$ cat src/rtl/membrane_spike_store.sv
// Membrane register file and spike packer closing the SNN recurrence loop: replay, collect, emit per timestep.
// Optional macro LEAK_EN: replayed membranes are reduced by LEAK with saturation at zero.
module membrane_spike_store #(
  parameter int WIDTH        = 8,
  parameter int NUM_NEURON   = 3,
  parameter int NUM_TIMESTEP = 4,
  parameter int LEAK         = 1,
  parameter int TS_W         = (NUM_TIMESTEP > 1) ? $clog2(NUM_TIMESTEP) : 1
) (
  input  logic                  clk,
  input  logic                  rst,
  input  logic [WIDTH-1:0]      mem_in_data,
  input  logic                  spk_in,
  input  logic                  mem_in_valid,
  output logic                  mem_in_ready,
  output logic [NUM_NEURON-1:0] spike_word,
  output logic                  spike_valid,
  input  logic                  spike_ready,
  output logic [WIDTH-1:0]      mem_rd_data,
  output logic                  mem_rd_valid,
  input  logic                  mem_rd_ready,
  output logic [TS_W-1:0]       timestep,
  output logic                  done
);

  localparam int IDX_W = (NUM_NEURON > 1) ? $clog2(NUM_NEURON) : 1;
  localparam logic [IDX_W-1:0] LAST_IDX = IDX_W'(NUM_NEURON - 1);
  localparam logic [TS_W-1:0]  LAST_TS  = TS_W'(NUM_TIMESTEP - 1);
  // With the leak disabled the amount is zero, so the saturating subtract returns mem[idx] unchanged.
`ifdef LEAK_EN
  localparam logic [WIDTH-1:0] LEAK_AMT = WIDTH'(LEAK);
`else
  localparam logic [WIDTH-1:0] LEAK_AMT = {WIDTH{1'b0}};
`endif

  typedef enum logic [2:0] {
    S_IDLE    = 3'd0,
    S_REPLAY  = 3'd1,
    S_COLLECT = 3'd2,
    S_EMIT    = 3'd3,
    S_DONE    = 3'd4
  } state_e;

  state_e                 state_q;
  logic [IDX_W-1:0]       idx_q;
  logic [TS_W-1:0]        ts_q;
  logic [NUM_NEURON-1:0]  spike_q;
  logic [WIDTH-1:0]       mem_q [NUM_NEURON];
  logic [WIDTH-1:0]       rd_raw_s;

  // Timestep sequencer: owns state, neuron index, timestep count, membrane file and spike word.
  always_ff @(posedge clk or posedge rst) begin
    if (rst) begin
      state_q <= S_IDLE;
      idx_q   <= {IDX_W{1'b0}};
      ts_q    <= {TS_W{1'b0}};
      spike_q <= {NUM_NEURON{1'b0}};
      for (int i = 0; i < NUM_NEURON; i++) begin
        mem_q[i] <= {WIDTH{1'b0}};
      end
    end else begin
      case (state_q)
        S_IDLE: begin
          state_q <= S_REPLAY;
          idx_q   <= {IDX_W{1'b0}};
        end
        S_REPLAY: begin
          if (mem_rd_ready) begin
            if (idx_q == LAST_IDX) begin
              idx_q   <= {IDX_W{1'b0}};
              spike_q <= {NUM_NEURON{1'b0}};
              state_q <= S_COLLECT;
            end else begin
              idx_q <= idx_q + IDX_W'(1);
            end
          end
        end
        S_COLLECT: begin
          if (mem_in_valid) begin
            mem_q[idx_q]   <= mem_in_data;
            spike_q[idx_q] <= spk_in;
            if (idx_q == LAST_IDX) begin
              idx_q   <= {IDX_W{1'b0}};
              state_q <= S_EMIT;
            end else begin
              idx_q <= idx_q + IDX_W'(1);
            end
          end
        end
        S_EMIT: begin
          if (spike_ready) begin
            if (ts_q == LAST_TS) begin
              state_q <= S_DONE;
            end else begin
              ts_q    <= ts_q + TS_W'(1);
              state_q <= S_REPLAY;
            end
          end
        end
        S_DONE: begin
          state_q <= S_DONE;
        end
        default: begin
          state_q <= S_IDLE;
          idx_q   <= {IDX_W{1'b0}};
        end
      endcase
    end
  end

  assign rd_raw_s     = mem_q[idx_q];
  assign mem_rd_data  = (rd_raw_s > LEAK_AMT) ? (rd_raw_s - LEAK_AMT) : {WIDTH{1'b0}};
  assign mem_rd_valid = (state_q == S_REPLAY);
  assign mem_in_ready = (state_q == S_COLLECT);
  assign spike_valid  = (state_q == S_EMIT);
  assign spike_word   = spike_q;
  assign timestep     = ts_q;
  assign done         = (state_q == S_DONE);

endmodule

$ cat config.mk
export PLATFORM = sky130hd
export DESIGN_NAME = membrane_spike_store
export DESIGN_NICKNAME = d
export VERILOG_FILES = /design/src/rtl/membrane_spike_store.sv
export SDC_FILE = /design/constraint.sdc
export NUM_CORES = 1
export LEC_CHECK = 0
export BUFFER_PORTS_ARGS = -buffer_cell sky130_fd_sc_hd__buf_2
export CELL_PAD_IN_SITES_DETAIL_PLACEMENT = 1
export CELL_PAD_IN_SITES_GLOBAL_PLACEMENT = 1
export CORE_UTILIZATION = 34
export DETAILED_ROUTE_END_ITERATION = 16
export PLACE_DENSITY = 0.66
export SLEW_MARGIN = 20
export SYNTH_ARGS = -nofsm -noshare
export SYNTH_HDL_FRONTEND = slang
export SYNTH_SLANG_ARGS = --single-unit
$ cat constraint.sdc
create_clock -name clk -period 1.4 [get_ports clk]
set_clock_uncertainty 0.15 [all_clocks]
set_input_delay 0.28 -clock clk [delete_from_list [all_inputs] [get_ports clk]]
set_output_delay 0.28 -clock clk [all_outputs]
set_load 0.01 [all_outputs]
==> metrics.yaml <==
netlist_area_um2: 1827
htree_num_levels: 2
min_period_ns: 1.811
drive_above_1_share: 0.6979
synth_area_per_cell_um2: 12.10
start_util: 0.3554
rows: 26
cts_buffers: 5
cpPeakStageDelay_ns: 0.44
rsz0062_at_grt: "yes"
synth-seq-cells: 34
die_height_um: 75.30
clkPwrFrac: 0.198
worst_slew_pin_slew_ns: 0.4061
fmax_mhz: 552.2
clock-sinks: 34
path_class: "reg2out"
grt_pass1_vias: 1746
fp.dieArea_um2: 5670
setup_viol: 45
cp-end-kind: "output port"
fin_crit_sh: 1.294
final_nets: 249
violations: "negative setup slack"
antenna_cells: 0
hold_violations: 0
clk_pin_slew_ns: 0.08
cts_buffer_depth: 2
ys_warn_count: 0
synth_nets: 166
drt_iter0_drc: 65
pin_count: 31
total_leakage_power_uw: 0.001472
drc: 0
path_common_cell: "buf_6"
core_um2: 5140
path_buf_inv: 2
clk_latency_ns: 0.30
hp-class: "in2reg"
die_w_um: 75.30
pwr-share-comb: 0.549
wl_mm: 6.245
netlist_instances: 151
cts_tree: "done"
via_per_inst: 5.213
powerDensity_nw_per_um2: 1887
gr-total-overflow: 0
place_hpwl_mm: 3.240
run_status: "finished, violations left"
power_switching_uw: 2075
vias: 1590
final_cell_mix: "dfrtp_1 (30), buf_4 (30), buf_6 (28)"
place_congestion: 0.8143
grt_first_pass_wirelength_mm: 9.170
cp.arrival_ns: 1.38
cap_violations: 0
whs_ns: 0.09107
synthToLayoutAreaGrowth_pct: 71.10
finalInstanceArea_um2: 3126
crit_path_max_fanout: 7
wire_per_inst_um: 20.48
cp.required_ns: 0.97
synth_cell_types: 38
place_area_um2: 2364
crit_slowest_cell: "dfrtp_2"
numPortBuffers: 30
grt_max_degree: 35
crit_chain: "buf_6, mux2i_4, o22ai_4, buf_6"
grt_use_met1: 0.2782
maxSlewViolCount: 0
ant_nets: 0
antenna_found_initial: 0
fin_ws_ns: -0.4110
critPathTopFamily: "flip-flops"
seq_area_frac_synth: 0.4658
power.internal_uw: 3824
p_sw_frac: 0.3518
met3_usage: 0.04365
timing.slew.headroom: 0.7254
vdd_ir_drop_max_mv: 1.274
cts_root_buf: "clkbuf_8"
dr.pass1.iters: 4
grt_use_total: 0.2248
start_kind: "flip-flop"
fillCellCount: 522
grt_busiest_layer: "met2"
gr-usage-met2: 0.3948
p_seq_frac: 0.253
[Yosys cell counts, drive strengths merged]
cell type	number	area (um2)
o21ai	3	15.01
nand3	3	20.02
a21oi	1	5.000
a2111oi	1	15.01
a41o	2	20.02
or2b	1	7.510
mux2i	9	90.09
nand3b	3	26.27
xor2	1	8.760
dfrtp	34	850.8
nor4bb	2	20.02
a311oi	1	8.760
ha	1	12.51
nor3b	3	22.52
nand4b	1	8.760
and3b	1	8.760
a32oi	2	17.52
o22ai	8	50.05
nand4bb	2	38.79
buf	11	72.56
and2	2	12.51
nand2b	3	18.77
a211oi	1	7.510
nand2	10	37.54
nor2	5	18.77
nor2b	3	18.77
o31ai	2	15.01
nor4b	4	41.29
inv	5	18.77
mux2	25	311.6
o211ai	1	7.510
[routing by layer]
layer,part of all wire,wire (um)
met1,0.43,2698
met2,0.53,3321
met3,0.025,157
met4,0.011,69
met5,0,0
[state kept, by name, indices dropped and copies added, names as in the netlist]
register,count
idx_q,2
mem_q,24
spike_word,3
state_q,3
timestep,2
[final timing paths]
kind | startpoint | slack [ns] | depth (start not counted) | to
worst max-delay path | idx_q[1]$_DFFE_PP0P_ | -0.41 | 4 | mem_rd_data[5]
worst min-delay path | mem_in_data[1] | 0.09 | 2 | mem_q[9]$_DFFE_PP0P_
worst max register to register | state_q[1]$_DFFE_PP0P_ | -0.30 | 4 | mem_q[8]$_DFFE_PP0P_
worst min register to register | mem_q[18]$_DFFE_PP0P_ | 0.36 | 1 | mem_q[18]$_DFFE_PP0P_
max in group asynchronous | rst | 0.47 | 4 | idx_q[1]$_DFFE_PP0P_
min in group asynchronous | rst | 0.42 | 4 | mem_q[14]$_DFFE_PP0P_
[metrics by stage]
step	total power, uW	std cells	util	worst slack [ns]	TNS, ns
floorplan	2781	151	-	-0.1577	-3.717
global placement	3356	272	0.4598	-0.1951	-5.547
detailed placement	3471	272	0.4598	-0.3007	-8.272
CTS	5322	297	0.5601	-0.4187	-11.55
global route	6173	305	0.6081	-0.4579	-14.81
finish	5899	305	0.6081	-0.4110	-12.21
[kinds of logic (layout without fill, tap and decap cells)]
| group | Yosys count | in the layout | synth area share |
|---|---|---|---|
| AND/OR/NAND/NOR | 43 | 44 | 0.1644 |
| multiplexers | 34 | 34 | 0.2199 |
| flip-flops | 34 | 34 | 0.4658 |
| AO/OA/AOI/OAI | 22 | 22 | 0.08835 |
| buffers and inverters | 16 | 99 | 0.05000 |
| adder cells (fa/ha/maj) | 1 | 1 | 0.006848 |
| XOR/XNOR | 1 | 1 | 0.004795 |
[power groups by stage]
stage / registers (uW) / clock network [uW] / logic (uW)
floorplan: 1450 / 0 / 1330
global placement: 1430 / 0 / 1930
detailed placement: 1450 / 0 / 2030
CTS: 1470 / 1170 / 2690
global route: 1530 / 1220 / 3420
finish: 1490 / 1170 / 3240
[timing repair]
action                                  4_1_cts  5_1_grt
buffers inserted                             16       12
pin swaps                                    12       16
resized for setup                            50       34
cloned                                        0        1
endpoints found under the hold margin        34        0
endpoints found under the setup margin       48       48
hold buffers                                  1        0
[layout make-up]
| class | instances | area [um2] | area share |
|---|---|---|---|
| multi-input cells | 102 | 1285 | 0.4111 |
| flip-flops and latches | 34 | 855.8 | 0.2738 |
| repair buffers | 86 | 735.7 | 0.2354 |
| well taps | 70 | 87.58 | 0.02802 |
| clock buffers | 6 | 82.58 | 0.02642 |
| clock inverters | 2 | 60.06 | 0.01922 |
| inverters | 5 | 18.77 | 0.006005 |
Note: power is estimated with default switching activity, not from simulation.
